## src/rtl/pkt_stream_pkg.sv

```systemverilog
// Shared types and helpers for the packet-stream transmit gate.
// The FSM state encoding, default field widths and the beat record live here.
package pkt_stream_pkg;

    localparam int unsigned EMPTY_W_DEF = 6;
    localparam int unsigned DATA_W_DEF  = 512;

    typedef enum logic [1:0] {
        IDLE = 2'd0,
        PKT  = 2'd1,
        HOLD = 2'd2
    } gate_state_e;

    typedef struct packed {
        logic [DATA_W_DEF-1:0]  data;
        logic                   sop;
        logic                   eop;
        logic [EMPTY_W_DEF-1:0] empty;
    } pkt_beat_t;

    function automatic logic [31:0] sat_inc32(input logic [31:0] v);
        return (v == 32'hFFFF_FFFF) ? v : v + 32'd1;
    endfunction

endpackage

```

## src/rtl/pkt_framing_fsm.sv

```systemverilog
// Packet framing tracker: decides source ready, which accepted beats are
// forwarded, and flags SOP/EOP framing violations (sticky until cleared).
module pkt_framing_fsm
    import pkt_stream_pkg::*;
#(
    parameter int unsigned STOP_AT_EOP = 1
) (
    input  logic clk,
    input  logic reset_n,
    input  logic i_almost_full,
    input  logic i_valid,
    input  logic i_sop,
    input  logic i_eop,
    input  logic i_clr,
    output logic o_ready,
    output logic o_fwd,
    output logic o_proto_err
);

    localparam bit STOP_EN = (STOP_AT_EOP != 0);

    gate_state_e r_state;
    gate_state_e w_state_nxt;
    logic        r_af_q;
    logic        r_proto_err;
    logic        w_acc;
    logic        w_err_evt;

    always_ff @(posedge clk or negedge reset_n) begin
        if (!reset_n) begin
            r_state     <= IDLE;
            r_af_q      <= 1'b0;
            r_proto_err <= 1'b0;
        end else begin
            r_state <= w_state_nxt;
            r_af_q  <= i_almost_full;
            if (i_clr) begin
                r_proto_err <= 1'b0;
            end else if (w_err_evt) begin
                r_proto_err <= 1'b1;
            end
        end
    end

    always_comb begin
        w_state_nxt = r_state;
        o_ready     = 1'b0;
        o_fwd       = 1'b0;
        w_err_evt   = 1'b0;
        // Ready is forced low while reset is held so no beat is taken then.
        if (reset_n) begin
            o_ready = STOP_EN ? (r_state != HOLD) : !r_af_q;
        end
        w_acc = i_valid & o_ready;

        unique case (r_state)
            IDLE: begin
                if (w_acc && i_sop) begin
                    o_fwd = 1'b1;
                    if (!i_eop) begin
                        w_state_nxt = PKT;
                    end else if (STOP_EN && r_af_q) begin
                        w_state_nxt = HOLD;
                    end
                end else begin
                    // A beat without SOP between packets is discarded.
                    w_err_evt = w_acc;
                    if (STOP_EN && r_af_q) begin
                        w_state_nxt = HOLD;
                    end
                end
            end
            PKT: begin
                if (w_acc) begin
                    o_fwd     = 1'b1;
                    w_err_evt = i_sop;
                    if (i_eop) begin
                        w_state_nxt = (STOP_EN && r_af_q) ? HOLD : IDLE;
                    end
                end
            end
            HOLD: begin
                if (!r_af_q) begin
                    w_state_nxt = IDLE;
                end
            end
            default: begin
                w_state_nxt = IDLE;
            end
        endcase
    end

    assign o_proto_err = r_proto_err;

endmodule

```

## src/rtl/pkt_af_tx_gate.sv

```systemverilog
// Transmit gate between a ready/valid packet source and an almost_full-throttled
// FIFO: registers forwarded beats and keeps packet/stall statistics.
module pkt_af_tx_gate
    import pkt_stream_pkg::*;
#(
    parameter int unsigned SYMBOLS_PER_BEAT = 64,
    parameter int unsigned BITS_PER_SYMBOL  = 8,
    parameter int unsigned EMPTY_W          = EMPTY_W_DEF,
    parameter int unsigned STOP_AT_EOP      = 1,
    localparam int unsigned DATA_W          = SYMBOLS_PER_BEAT * BITS_PER_SYMBOL
) (
    input  logic               clk,
    input  logic               reset_n,
    input  logic [DATA_W-1:0]  in_data,
    input  logic               in_valid,
    output logic               in_ready,
    input  logic               in_startofpacket,
    input  logic               in_endofpacket,
    input  logic [EMPTY_W-1:0] in_empty,
    output logic [DATA_W-1:0]  out_data,
    output logic               out_valid,
    output logic               out_startofpacket,
    output logic               out_endofpacket,
    output logic [EMPTY_W-1:0] out_empty,
    input  logic               fifo_almost_full,
    input  logic               clr_stats,
    output logic [31:0]        pkt_cnt,
    output logic [31:0]        stall_cnt,
    output logic               proto_err
);

    logic               w_ready;
    logic               w_fwd;
    logic               w_fwd_eop;
    logic               r_out_valid;
    logic [DATA_W-1:0]  r_out_data;
    logic               r_out_sop;
    logic               r_out_eop;
    logic [EMPTY_W-1:0] r_out_empty;
    logic [31:0]        r_pkt_cnt;
    logic [31:0]        r_stall_cnt;

    pkt_framing_fsm #(
        .STOP_AT_EOP (STOP_AT_EOP)
    ) u_framing (
        .clk           (clk),
        .reset_n       (reset_n),
        .i_almost_full (fifo_almost_full),
        .i_valid       (in_valid),
        .i_sop         (in_startofpacket),
        .i_eop         (in_endofpacket),
        .i_clr         (clr_stats),
        .o_ready       (w_ready),
        .o_fwd         (w_fwd),
        .o_proto_err   (proto_err)
    );

    assign w_fwd_eop = w_fwd & in_endofpacket;

    // Non-forwarded cycles present an all-zero beat to the FIFO.
    always_ff @(posedge clk or negedge reset_n) begin
        if (!reset_n) begin
            r_out_valid <= 1'b0;
            r_out_data  <= '0;
            r_out_sop   <= 1'b0;
            r_out_eop   <= 1'b0;
            r_out_empty <= '0;
        end else begin
            r_out_valid <= w_fwd;
            r_out_data  <= w_fwd ? in_data : '0;
            r_out_sop   <= w_fwd & in_startofpacket;
            r_out_eop   <= w_fwd_eop;
            r_out_empty <= w_fwd_eop ? in_empty : '0;
        end
    end

    always_ff @(posedge clk or negedge reset_n) begin
        if (!reset_n) begin
            r_pkt_cnt   <= 32'd0;
            r_stall_cnt <= 32'd0;
        end else if (clr_stats) begin
            r_pkt_cnt   <= 32'd0;
            r_stall_cnt <= 32'd0;
        end else begin
            if (w_fwd_eop) begin
                r_pkt_cnt <= r_pkt_cnt + 32'd1;
            end
            if (in_valid && !w_ready) begin
                r_stall_cnt <= sat_inc32(r_stall_cnt);
            end
        end
    end

    assign in_ready          = w_ready;
    assign out_valid         = r_out_valid;
    assign out_data          = r_out_data;
    assign out_startofpacket = r_out_sop;
    assign out_endofpacket   = r_out_eop;
    assign out_empty         = r_out_empty;
    assign pkt_cnt           = r_pkt_cnt;
    assign stall_cnt         = r_stall_cnt;

endmodule
```

## config.mk

```make
export PLATFORM = sky130hd
export DESIGN_NAME = pkt_af_tx_gate
export DESIGN_NICKNAME = d
export VERILOG_FILES = /design/src/rtl/pkt_stream_pkg.sv /design/src/rtl/pkt_framing_fsm.sv /design/src/rtl/pkt_af_tx_gate.sv
export SDC_FILE = /design/constraint.sdc
export NUM_CORES = 1
export LEC_CHECK = 0
export CORE_AREA = 8 8 427 429
export CTS_BUF_LIST = sky130_fd_sc_hd__clkbuf_4
export CTS_CLUSTER_DIAMETER = 150
export CTS_CLUSTER_SIZE = 14
export DETAILED_ROUTE_END_ITERATION = 7
export DIE_AREA = 0 0 435 437
export HOLD_SLACK_MARGIN = 0.05
export PLACE_DENSITY = 0.42
export SLEW_MARGIN = 20
export SYNTH_ARGS = -nofsm -noshare
export SYNTH_HDL_FRONTEND = slang
export SYNTH_HIERARCHICAL = 1
export SYNTH_SLANG_ARGS = --single-unit
```

## constraint.sdc

```tcl
create_clock -name clk -period 2.6 [get_ports clk]
set_input_delay 0.39 -clock clk [delete_from_list [all_inputs] [get_ports clk]]
set_output_delay 0.39 -clock clk [all_outputs]
set_load 0.02 [all_outputs]
```

==> flow_summary.yaml <==
floorplan:
  dieHeight_um: 437
  die_w_um: 435
  rows: 154
  coreArea_mm2: 0.175
  die_area_mm2: 0.190
  io_pins: 1112
  start_util: 0.115
timing:
  fin_crit_sh: 0.920
  whs_ns: 0.284
  slew_headroom: 0.340
  tns_ns: 0
  timing.final.hold_violations: 0
  rsz0062_at_grt: "no"
  drv_slew: 0
  setup_ws_ns: 0.207
  skew_ns: 0.0918
  setup_viol: 0
  fmax_mhz: 418
  min_period_ns: 2.39
  tightestPinTransition_ns: 0.989
drt:
  drc: 0
  avgViaCountPerCell: 3.24
  wl_mm: 148
  wire_per_inst_um: 26.7
  drtPass1Iterations: 4
  drtIter0Drc: 760
  ant_nets: 0
  dr_total_vias: 17938
job:
  cap_violations: 0
logic_synthesis:
  synth_area_mm2: 0.0201
  synthArstFlopShare: 1.00
  synthTopCellsByArea: "dfrtp_1 73%, and2_1 16%, clkbuf_1 1.2%, xor2_1 1.2%, nor2_1 0.91%"
  synth_cells: 1483
  synth.distinct_cells: 50
  synth_edf_count: 0
  synth_top_area_cell: "dfrtp_1"
  synth_flop_cell: "dfrtp_1"
  synth_top_area_frac: 0.732
  synth_common_cells: "589 x dfrtp_1, 515 x and2_1, 63 x clkbuf_1"
  synth_warnings: 6
  syn-num-nets: 2010
  syn_area_per_cell_um2: 13.6
  ys_seq_elements: 589
  ys_seq_area_frac: 0.732
  yosysMostFrequentCell: "dfrtp_1"
worst_hold_path:
  min_path_type: "primary input to flop"
  hp-start: "in_endofpacket"
worst_setup_path:
  reg2reg_from: "stall_cnt[8]$_DFFE_PN0P_"
  required_ns: 3.68
  critPathCaptureType: "asynchronous set/reset pin"
  critPathSlowestCell: "dlygate4sd3_1"
  max_stage_delay_ns: 1.10
  critPathMostFrequentCell: "dlygate4sd3_1"
  path_max_fanout: 63
  crit_arrival_ns: 3.47
  crit_chain: "dlygate4sd3_1, buf_8, dlygate4sd3_1, buf_12, buf_4"
  crit_path_start: "reset_n"
  path_class: "primary input to asynchronous set/reset pin"
  start_kind: "primary input"
finish:
  nNetsFinal: 3679
  drive_gt1_frac: 0.0727
  area_delta_synth_final_pct: 97.8
  fin_util: 0.227
clock_tree:
  clk_path_buf_depth: 3
  path_clk_slew_ns: 0.17
  numCtsBuffers: 52
  cts_tree: "yes"
  clock-sinks: 589
  clk_root_buffer_cell: "clkbuf_4"
  cts_max_level: 2
  clkLatencyLatePin_ns: 1.10
power:
  peakVddDrop_v: 0.000394
  internal-power_mw: 12.3
  switching_share: 0.293
  p_per_area_mw_per_mm2: 435
  leakage_nw: 19.4
  sequentialPowerShare: 0.546
  power_frac_comb: 0.168
  pwr-share-clk: 0.285
  p_sw_mw: 5.07
placed_design:
  post-dp-hpwl_mm: 123
  portBuffers: 1111
  dp_slack_ns: -0.323
  gp_congestion: 0.868
global_route:
  track_usage: 0.149
  antenna_found_initial: 85
  overflow: 0
  grt_pass1_vias: 20143
  grt_pass1_wl_mm: 194
  grt_max_degree: 145
outcome:
  status: "completed"
cell families after synthesis:
logic type / count (synthesis) / synth area share
and+or+nand+nor: 713 / 0.213
DFF: 589 / 0.732
buffers and inverters: 81 / 0.0162
AOI/OAI and AO/OA: 60 / 0.0197
xor gates and xnor gates: 35 / 0.0152
muxes: 3 / 0.00186
adders and majority gates: 2 / 0.00124
metrics by stage:
step                      total power [mW]  cells  instance area (um^2)
final                                 17.3   5535                 39800
after global routing                  18.2   5524                 39800
after CTS                             17.9   5504                 39700
after detailed placement              12.0   4913                 34400
after global placement                12.0   4913                 34400
after floorplan                       10.1   1483                 20100
area by class of cell:
| class | count | area (um^2) |
|---|---|---|
| repair buffers | 1687 | 16300 |
| fillers | 19067 | 136000 |
| multi-input cells | 813 | 5070 |
| diodes | 31 | 77.6 |
| clock inverters | 13 | 181 |
| clock buffers | 53 | 398 |
| well taps | 2340 | 2930 |
| inverters | 9 | 33.8 |
| flip-flops and latches | 589 | 14800 |
metal layers:
| metal | vias to the layer above | track usage | part of all wire | routed length [um] |
|---|---|---|---|---|
| met5 | - | 0.00252 | 0.00057 | 84 |
| met4 | 6 | 0.0432 | 0.025 | 3680 |
| met3 | 189 | 0.0633 | 0.090 | 13400 |
| met2 | 724 | 0.261 | 0.51 | 74700 |
| met1 | 8969 | 0.165 | 0.38 | 56000 |
| li1 | 8050 | - | - | - |
worst paths after layout:
check / endpoint / slack, ns / cells after the start
min: out_empty[4]$_DFF_PN0_ / 0.28 / 3
max in group clk: out_data[161] / 0.23 / 1
min reg2reg: u_framing/o_proto_err$_DFFE_PN0P_ / 0.50 / 2
max: out_data[103]$_DFF_PN0_ / 0.21 / 5
max reg2reg: stall_cnt[30]$_DFFE_PN0P_ / 0.30 / 5
min in group asynchronous: u_framing/o_proto_err$_DFFE_PN0P_ / 0.64 / 3
cells in the final DEF, fill, tap and decap left out, drive strengths merged, types with 5 or more instances in the layout:
master         instances
nand2                 26
nor4                   5
o21ai                 19
clkdlybuf4s50        525
xnor2                  8
nor3                  19
nand4                 18
dlygate4sd2          477
xor2                  27
or4                    8
a21oi                 21
nor2                  49
inv                   12
o31ai                  5
buf                   60
dlygate4sd3          525
clkbuf                53
nor2b                  8
and3                  10
dfrtp                589
or3                   15
diode                 31
nand3                 27
clkdlybuf4s15        100
and2                 515
flip-flops by register name, indices dropped and copies added (netlist names):
signal,flops
stall_cnt,32
out_startofpacket,1
u_framing/o_proto_err,1
out_valid,1
u_framing/r_state,2
pkt_cnt,32
out_endofpacket,1
out_empty,6
out_data,512
u_framing/r_af_q,1
worst max-delay path: cells and delay by family:
| kind | cells | cell delay [ns] |
|---|---|---|
| buffers and inverters | 5 | 2.95 |
power by group through the flow:
| stage | clock network (mW) | logic, mW | registers [mW] |
|---|---|---|---|
| after global placement | 0 | 2.32 | 9.65 |
| final | 4.94 | 2.92 | 9.47 |
| after detailed placement | 0 | 2.32 | 9.65 |
| after global routing | 5.62 | 3.13 | 9.49 |
| after CTS | 5.44 | 3.02 | 9.47 |
| after floorplan | 0 | 0.231 | 9.89 |
what timing repair did:
item                                   in CTS  in global routing
endpoints found under the hold margin    1176                  0
setup endpoints to repair                 584                  0
hold buffers                              525                  0
setup buffers                               0                  0
resized for setup                         806                  0
No activity file was read; power rests on OpenSTA's default activity.
